$ cat config.mk
export PLATFORM = sky130hd
export DESIGN_NAME = bcd_serial_subtractor_flat
export DESIGN_NICKNAME = d
export VERILOG_FILES = /design/src/rtl/bcd_serial_subtractor_if.sv /design/src/rtl/bcd_serial_subtractor.sv /design/src/flat_wrapper.sv
export SDC_FILE = /design/constraint.sdc
export NUM_CORES = 1
export LEC_CHECK = 0
export CAP_MARGIN = 0
export CORE_AREA = 2 2 83 85
export DETAILED_ROUTE_END_ITERATION = 6
export DIE_AREA = 0 0 85 87
export GPL_TIMING_DRIVEN = 0
export PLACE_DENSITY = 0.88
export SYNTH_ARGS = -nofsm -noshare
export SYNTH_HDL_FRONTEND = slang
export SYNTH_SLANG_ARGS = --single-unit
$ cat constraint.sdc
create_clock -name clk -period 11.7 [get_ports clk]
set_clock_uncertainty 0.05 [all_clocks]
set_input_delay 2.34 -clock clk [delete_from_list [all_inputs] [get_ports clk]]
set_output_delay 2.34 -clock clk [all_outputs]
set_load 0.005 [all_outputs]
$ cat src/rtl/bcd_serial_subtractor_if.sv
// Request/result bundle for the digit-serial BCD subtractor.
// The master side issues start with packed BCD operands; the slave side returns the result.
interface bcd_serial_subtractor_if #(
  parameter int unsigned DIGITS = 4
);
  logic                  start;
  logic [4*DIGITS-1:0]   a;
  logic [4*DIGITS-1:0]   b;
  logic                  busy;
  logic                  done;
  logic [4*DIGITS-1:0]   diff;
  logic                  neg;
  logic                  invalid;

  modport master (
    output start, a, b,
    input  busy, done, diff, neg, invalid
  );

  modport slave (
    input  start, a, b,
    output busy, done, diff, neg, invalid
  );
endinterface

$ cat src/rtl/bcd_serial_subtractor.sv
// Digit-serial BCD subtractor: A - B one digit per clock, LSD first. A negative ten's-complement
// result is turned into a magnitude by a second serial pass (0 - r).
module bcd_serial_subtractor #(
  parameter int unsigned DIGITS = 4
) (
  input  logic                     clk,
  input  logic                     rst_n,
  bcd_serial_subtractor_if.slave   bus
);

  localparam int unsigned W    = 4 * DIGITS;
  localparam int unsigned IdxW = (DIGITS > 1) ? $clog2(DIGITS) : 1;
  localparam logic [IdxW-1:0] LastIdx = IdxW'(DIGITS - 1);

  typedef enum logic [1:0] {StIdle, StSub, StFix, StDone} state_e;

  state_e          state_q, state_d;
  logic [W-1:0]    a_q, a_d;
  logic [W-1:0]    b_q, b_d;
  logic [W-1:0]    r_q, r_d;
  logic [IdxW-1:0] idx_q, idx_d;
  logic            borrow_q, borrow_d;
  logic [W-1:0]    diff_q, diff_d;
  logic            neg_q, neg_d;
  logic            invalid_q, invalid_d;

  logic [3:0]      step_x, step_y, step_digit;
  logic [4:0]      step_t;
  logic            step_bout;
  logic [W-1:0]    r_step;

  function automatic logic has_bad_nibble(input logic [W-1:0] v);
    logic bad;
    bad = 1'b0;
    for (int i = 0; i < int'(DIGITS); i++) begin
      if (v[4*i +: 4] > 4'd9) bad = 1'b1;
    end
    return bad;
  endfunction

  always_comb begin
    state_d   = state_q;
    a_d       = a_q;
    b_d       = b_q;
    r_d       = r_q;
    idx_d     = idx_q;
    borrow_d  = borrow_q;
    diff_d    = diff_q;
    neg_d     = neg_q;
    invalid_d = invalid_q;

    // SUB steps a - b; FIX steps 0 - r to undo the ten's complement.
    step_x = 4'd0;
    step_y = 4'd0;
    if (state_q == StSub) begin
      step_x = a_q[int'(idx_q)*4 +: 4];
      step_y = b_q[int'(idx_q)*4 +: 4];
    end else if (state_q == StFix) begin
      step_y = r_q[int'(idx_q)*4 +: 4];
    end

    step_t = {1'b0, step_x} - {1'b0, step_y} - {4'd0, borrow_q};
    if (step_t[4]) begin
      step_digit = step_t[3:0] + 4'd10;
      step_bout  = 1'b1;
    end else begin
      step_digit = step_t[3:0];
      step_bout  = 1'b0;
    end

    r_step = r_q;
    r_step[int'(idx_q)*4 +: 4] = step_digit;

    unique case (state_q)
      StIdle: begin
        if (bus.start) begin
          a_d      = bus.a;
          b_d      = bus.b;
          idx_d    = '0;
          borrow_d = 1'b0;
          if (has_bad_nibble(bus.a) || has_bad_nibble(bus.b)) begin
            state_d   = StDone;
            diff_d    = '0;
            neg_d     = 1'b0;
            invalid_d = 1'b1;
          end else begin
            state_d = StSub;
          end
        end
      end
      StSub: begin
        r_d = r_step;
        if (idx_q == LastIdx) begin
          idx_d    = '0;
          borrow_d = 1'b0;
          if (step_bout) begin
            state_d = StFix;
          end else begin
            state_d   = StDone;
            diff_d    = r_step;
            neg_d     = 1'b0;
            invalid_d = 1'b0;
          end
        end else begin
          idx_d    = idx_q + 1'b1;
          borrow_d = step_bout;
        end
      end
      StFix: begin
        r_d = r_step;
        if (idx_q == LastIdx) begin
          idx_d     = '0;
          borrow_d  = 1'b0;
          state_d   = StDone;
          diff_d    = r_step;
          neg_d     = 1'b1;
          invalid_d = 1'b0;
        end else begin
          idx_d    = idx_q + 1'b1;
          borrow_d = step_bout;
        end
      end
      StDone: begin
        state_d = StIdle;
      end
      default: begin
        state_d = StIdle;
      end
    endcase
  end

  always_ff @(posedge clk or negedge rst_n) begin
    if (!rst_n) begin
      state_q   <= StIdle;
      a_q       <= '0;
      b_q       <= '0;
      r_q       <= '0;
      idx_q     <= '0;
      borrow_q  <= 1'b0;
      diff_q    <= '0;
      neg_q     <= 1'b0;
      invalid_q <= 1'b0;
    end else begin
      state_q   <= state_d;
      a_q       <= a_d;
      b_q       <= b_d;
      r_q       <= r_d;
      idx_q     <= idx_d;
      borrow_q  <= borrow_d;
      diff_q    <= diff_d;
      neg_q     <= neg_d;
      invalid_q <= invalid_d;
    end
  end

  assign bus.busy    = (state_q != StIdle);
  assign bus.done    = (state_q == StDone);
  assign bus.diff    = diff_q;
  assign bus.neg     = neg_q;
  assign bus.invalid = invalid_q;

endmodule

$ cat src/flat_wrapper.sv
// flat-port wrapper written by rule: the top's interface ports become plain ports
module bcd_serial_subtractor_flat 
#(
  parameter int unsigned DIGITS = 4
)
  (clk, rst_n, bus_start, bus_a, bus_b, bus_busy, bus_done, bus_diff, bus_neg, bus_invalid);
  bcd_serial_subtractor_if #(.DIGITS(DIGITS)) bus_i ();
  input  logic clk;
  input  logic rst_n;
  input wire logic [$bits(bus_i.start)-1:0] bus_start;
  input wire logic [$bits(bus_i.a)-1:0] bus_a;
  input wire logic [$bits(bus_i.b)-1:0] bus_b;
  output wire logic [$bits(bus_i.busy)-1:0] bus_busy;
  output wire logic [$bits(bus_i.done)-1:0] bus_done;
  output wire logic [$bits(bus_i.diff)-1:0] bus_diff;
  output wire logic [$bits(bus_i.neg)-1:0] bus_neg;
  output wire logic [$bits(bus_i.invalid)-1:0] bus_invalid;
  assign bus_i.start = bus_start;
  assign bus_i.a = bus_a;
  assign bus_i.b = bus_b;
  assign bus_busy = bus_i.busy;
  assign bus_done = bus_i.done;
  assign bus_diff = bus_i.diff;
  assign bus_neg = bus_i.neg;
  assign bus_invalid = bus_i.invalid;
  bcd_serial_subtractor #(.DIGITS(DIGITS)) u_core (.clk(clk), .rst_n(rst_n), .bus(bus_i));
endmodule
# Word-level counts from Yosys, hierarchy flattened

Cells that the tools add are included.

Add/sub/neg operators: 5
Order comparisons: 8
Eq/ne operators: 9
Shift operators: 5
Mux-type cells: 46
Reductions and logical operators: 10

Operators by type and width:

| kind                    | number |
|---|---|
| $mux 16                 | 5 |
| $pmux 16 s3             | 1 |
| $shiftx 16x5->4         | 3 |
| $neg 4->33              | 1 |
| $shift 4x33->16 const A | 1 |
| $shiftx 4x33->16        | 1 |
| $gt 4x4->1 const B      | 8 |
| $mux 1                  | 24 |
| $bwmux 16               | 1 |
| $mux 4                  | 4 |
| $mux 2                  | 6 |
| $ne 2x2->1 const B      | 4 |
| $pmux 2 s4              | 1 |
| $eq 2x2->1 const B      | 3 |
| $pmux 1 s3              | 2 |
| $reduce_and 6->1        | 1 |
| $sub 4x4->5             | 1 |
| $sub 5x1->5             | 1 |
| $add 4x4->4 const B     | 1 |
| $pmux 2 s2              | 1 |
| $reduce_and 2->1        | 2 |
| $reduce_bool 2->1       | 2 |
| $reduce_and 3->1        | 1 |
| $reduce_bool 3->1       | 1 |
| other kinds (7)         | 7 |

Flip-flop bits (word level): 71
Input bits: 35
Output and inout port bits: 20
Logic and storage cells: 92

# Longest topological paths before layout

Depth after elaboration: 12
Depth in mapped cells: 15
Depth with buffers taken out: 13

# Worst setup path before layout

OpenSTA, ideal clock, no wires.

Path type: register -> register
Start: register u_core.idx_q[0]
End: register u_core.diff_q[7], in the netlist u_core.bus.diff[7]
Setup time: 125 ps
Arrival: 3802 ps
Required time: 11525 ps
Path slack: 7723 ps
Stages on the path, launching flop included: 14
Buffers on the path: 2
Period minus slack after synthesis: 3977 ps
Cells stage by stage: dfrtp_1 -> buf_6 -> buf_2 -> mux4_2 -> nand2_1 -> o21ai_0 -> fa_1 -> fa_1 -> xnor2_1 -> ha_1 -> o41ai_1 -> xnor2_1 -> o22ai_1 -> mux2_4

Longest elaborated chain between the ends: 12
Elaborated cells between the ends (all ways): 24
Those cells by class: add/sub (4); eq/ne (4); shift (5); mux (10); reduce/logical (1)

RTL lines:

| what                   | line                         | source |
|---|---|---|
| from (decl)            | bcd_serial_subtractor.sv:21  | `logic [IdxW-1:0] idx_q, idx_d;` |
| from (signal assigned) | bcd_serial_subtractor.sv:148 | `idx_q <= idx_d;` |
| $shiftx 16x5->4        | bcd_serial_subtractor.sv:59  | `step_y = r_q[int'(idx_q)*4 +: 4];` |
| $mux 4                 | bcd_serial_subtractor.sv:58  | `end else if (state_q == StFix) begin` |
| $mux 4                 | bcd_serial_subtractor.sv:55  | `if (state_q == StSub) begin` |
| $sub 4x4->5            | bcd_serial_subtractor.sv:62  | `step_t = {1'b0, step_x} - {1'b0, step_y} - {4'd0, borrow_q};` |
| $sub 5x1->5            | bcd_serial_subtractor.sv:62  |  |
| $add 4x4->4            | bcd_serial_subtractor.sv:64  | `step_digit = step_t[3:0] + 4'd10;` |
| $mux 4                 | bcd_serial_subtractor.sv:63  | `if (step_t[4]) begin` |
| $shiftx 4x33->16       | bcd_serial_subtractor.sv:72  | `r_step[int'(idx_q)*4 +: 4] = step_digit;` |
| $bwmux 16              | bcd_serial_subtractor.sv:72  |  |
| $mux 16                | bcd_serial_subtractor.sv:96  | `if (step_bout) begin` |
| $mux 16                | bcd_serial_subtractor.sv:93  | `if (idx_q == LastIdx) begin` |
| $pmux 16 s3            | bcd_serial_subtractor.sv:74  | `unique case (state_q)` |
| to (signal assigned)   | bcd_serial_subtractor.sv:150 | `diff_q <= diff_d;` |
| to (decl)              | bcd_serial_subtractor.sv:23  | `logic [W-1:0] diff_q, diff_d;` |

Several ways; a longest one is shown, not always the timed one. The select of a mux whose other input is x is not followed.
A chain may end at the register's enable or synchronous reset.

# Worst setup path after layout

Start: register u_core.idx_q[1]
End: register u_core.r_q[14]

Longest elaborated chain between the ends: 9
Elaborated cells between the ends (all ways): 14
Those cells by class: add/sub (4); shift (5); mux (5)

RTL lines:

| what                 | line                         | source |
|---|---|---|
| $shiftx 16x5->4      | bcd_serial_subtractor.sv:59  |  |
| $mux 4               | bcd_serial_subtractor.sv:58  |  |
| $mux 4               | bcd_serial_subtractor.sv:55  |  |
| $sub 4x4->5          | bcd_serial_subtractor.sv:62  |  |
| $sub 5x1->5          | bcd_serial_subtractor.sv:62  |  |
| $add 4x4->4          | bcd_serial_subtractor.sv:64  |  |
| $mux 4               | bcd_serial_subtractor.sv:63  |  |
| $shiftx 4x33->16     | bcd_serial_subtractor.sv:72  |  |
| $bwmux 16 *          | bcd_serial_subtractor.sv:72  |  |
| to (signal assigned) | bcd_serial_subtractor.sv:147 | `r_q <= r_d;` |
| to (decl)            | bcd_serial_subtractor.sv:20  | `logic [W-1:0] r_q, r_d;` |

Mark *: on every way between the ends. The rest lies on a longest branch, timed or not.

==> qor.txt <==
detailed placement HPWL: 6446 µm
final setup fails: 0
worst-path maximum fanout: 10
Place WS: 7.150 ns
cell area after synthesis: 3764 µm²
initial antenna violation count: 0
yosys warns: 0
first-pass GRT wire length: 14090 µm
Post-DP Area: 4402 µm²
internal power: 0.8732 mW
status: finished clean
Yosys cell types: 45
root buffer selected by CTS: clkbuf_8
Placer Congestion: 0.8612
Bufs on Longest Clock Path: 2
post-synthesis sequential area ratio: 47.21%
Remaining Overflow, GRT: 0
final wirelength: 8497 µm
port bufs: 54
DR iter-0 viols: 173
setup TNS: 0 ns
Max-cap violations: 0
setup ws final: 7.115 ns
Initial Utilization: 57.30%
Hold WC Path Type: flop to flop
Logic pwr share: 62.4%
Pleak: 1.977 nW
ANT nets after route: 0
Final Core Density: 69.50%
worst stage delay on the critical path: 0.63 ns
total number of vias: 2875
Seq pwr share: 27.1%
I/O pin cnt: 55
switch share: 44.98%
Power Density: 347.6 nW/µm²
synthesized area per cell: 11.00 µm²
DP Cell Count: 476
diode count: 0
Setup crit end kind: flop
crit start category: flop
Post-Layout Inst Area: 4566 µm²
PnR Total Power: 1.587 mW
DR pass1 iterations: 4
Post-CTS Setup Inserts: 0
fin nets: 459
Synth-to-Final Area Change: 21.31%
ratio of cells with drive above 1 in the final layout: 18.00%
vias in the first global route: 2913
commonest non-fill, non-tap cells in the layout: 71 x dfrtp_1, 53 x clkdlybuf4s50_1, 47 x nand2_1, 32 x mux2_2, 28 x inv_1
RSZ-0062 raised after global routing: no
Post-Layout Cell Count: 491
Final Critical Period: 4.586 ns
worst reg-to-reg setup slack: 7.11 ns
Clock Power Share: 10.5%
VDD IR max: 0.1679 mV
CP Cell Sequence: clkbuf_1 -> mux4_2 -> nand2_1 -> o21ai_0 -> fa_1 -> fa_1 -> xnor2_1 -> ha_1 -> a311oi_1 -> o221ai_1 -> a21oi_1 -> a21oi_1
reg2reg path depth: 12
H-tree levels: 3
top cells by area, synth: dfrtp_1 47%, mux2_2 9.6%, mux4_2 7.2%
top-area cell type share of the netlist area: 47.21%
DR DRC count: 0
Yosys top cell by area: dfrtp_1
clk_lat worst skew: 0.34 ns
Die Wd: 85 µm
FF-to-FF End: u_core.r_q[14]
arrival time worst endpoint: 4.75 ns
syn nets: 394
number of synthesized register bits: 71
Critical Path Slowest Stage Cell: clkbuf_1
Net Sw Power: 0.7140 mW
Slew HR: 42.73%
cells after synthesis: 342
core area: 6569 µm²
# hold bufs at CTS: 0
post-DR wirelength/cell: 17.31 µm
fin crit share: 39.19%
CTS tree: built
# rows: 30
worst setup path endpoint: u_core.r_q[14]
vias per cell: 5.855
FF-to-FF Start: u_core.idx_q[1]
Worst Tran Pin Value: 0.8590 ns
Slew Limit Fails: 0
worst setup path start: u_core.idx_q[1]
Critical Path RT: 11.86 ns
largest net degree at the start of global routing: 72
maximum clock rate: 0.2181 GHz
final hold vios: 0
Fin Hold WS: 0.4354 ns
most common cell after layout, fill and taps aside: dfrtp_1
TritonCTS buffer count: 9
CTS clk-pin slew, worst paths: 0.07 ns
CTS sink count: 71
Die Y: 87 µm
total track usage: 24.97%
Post-CTS Resized: 0
Die ar.: 7395 µm²
critical path class: flop to flop
## layer usage
metal  wire length (µm)  GRT usage, %  up-vias
met5                  0             0        -
met4                192         10.39        0
met3                392         4.171       18
met2               4541         45.10       99
met1               3370         29.58     1420
li1                   -             -     1338
## synthesized netlist by cell type
cell type,number
mux2_4,1
buf_1,4
xnor2_1,3
buf_2,2
ha_1,15
inv_1,28
nor2_2,1
inv_2,1
o41ai_1,1
xnor2_2,1
nor2_1,11
nand2_2,2
nand4_1,2
mux4_2,12
o31ai_1,3
a21oi_1,10
fa_1,2
o21ai_1,21
o221ai_1,2
dfrtp_1,71
nand2b_1,2
a2111o_1,1
a22oi_1,1
o22a_1,3
a21o_1,3
nor4b_1,1
nor3_2,3
nand3_1,6
a32o_1,1
nand2_1,47
a2111oi_4,1
o21a_1,1
a21oi_2,1
o22ai_1,9
a22o_1,4
nand3b_1,1
o21ai_0,14
buf_6,1
a311oi_2,1
nor3_1,3
nor2b_1,5
mux2_2,32
clkbuf_1,6
a311oi_1,1
xor2_1,1
## critical path: cells and delay by family, from the launching register on
family	cells	cell delay, ns
simple gates	1	0.09
compound gates	5	1.23
fa+ha+maj	3	1.31
buf+inv	1	0.63
xor+xnor	1	0.16
mux	1	0.43
flops	1	0.55
## power by group through the flow
stage          Sequential [mW]  Combinational, mW  Clock, mW
4_1_cts                  0.429              0.992      0.171
2_1_floorplan            0.414              0.728          0
5_1_grt                  0.444               1.09      0.182
3_3_place_gp             0.424              0.947          0
3_5_place_dp             0.433              0.987          0
6_report                 0.429              0.991      0.167
## sequential cells by signal (all words and copies together), names as in the netlist
| signal | count |
|---|---|
| u_core.state_q | 2 |
| u_core.b_q | 16 |
| u_core.bus.diff | 16 |
| u_core.r_q | 16 |
| u_core.idx_q | 2 |
| u_core.bus.neg | 1 |
| u_core.borrow_q | 1 |
| u_core.a_q | 16 |
| u_core.bus.invalid | 1 |
## final cells by class
cell class | instances | area (µm²)
buffer | 13 | 58.81
clock buffer | 11 | 141.4
clock inverter | 4 | 22.52
fill | 482 | 2003
inverter | 29 | 108.9
multi-input combinational | 229 | 1819
sequential | 71 | 1777
tap | 80 | 100.1
timing repair buffer | 54 | 538.0
## logic make-up (layout without fill, tap and decap cells)
family | after synthesis | after routing | share of synthesized area, %
DFF | 71 | 71 | 47.21
buffers and inverters | 42 | 111 | 4.455
xor gates and xnor gates | 5 | 5 | 1.363
adders and majority gates | 17 | 17 | 6.051
muxes | 45 | 45 | 17.15
and+or+nand+nor | 84 | 84 | 10.21
AOI/OAI and AO/OA | 78 | 78 | 13.56
## how the worst min path moves through the flow
| stage | start | cells after the start | slack, ns | endpoint |
|---|---|---|---|---|
| after global routing | u_core.bus.diff[14] | 2 | 0.46 | u_core.bus.diff[14] |
| after detailed placement | u_core.bus.diff[4] | 2 | 0.42 | u_core.bus.diff[4] |
| after floorplan | u_core.r_q[13] | 2 | 0.40 | u_core.r_q[13] |
| after global placement | u_core.bus.neg | 2 | 0.42 | u_core.bus.neg |
| after CTS | u_core.bus.diff[14] | 2 | 0.44 | u_core.bus.diff[14] |
| final | u_core.bus.diff[14] | 2 | 0.44 | u_core.bus.diff[14] |
Note: power is estimated with default switching activity, not from simulation.
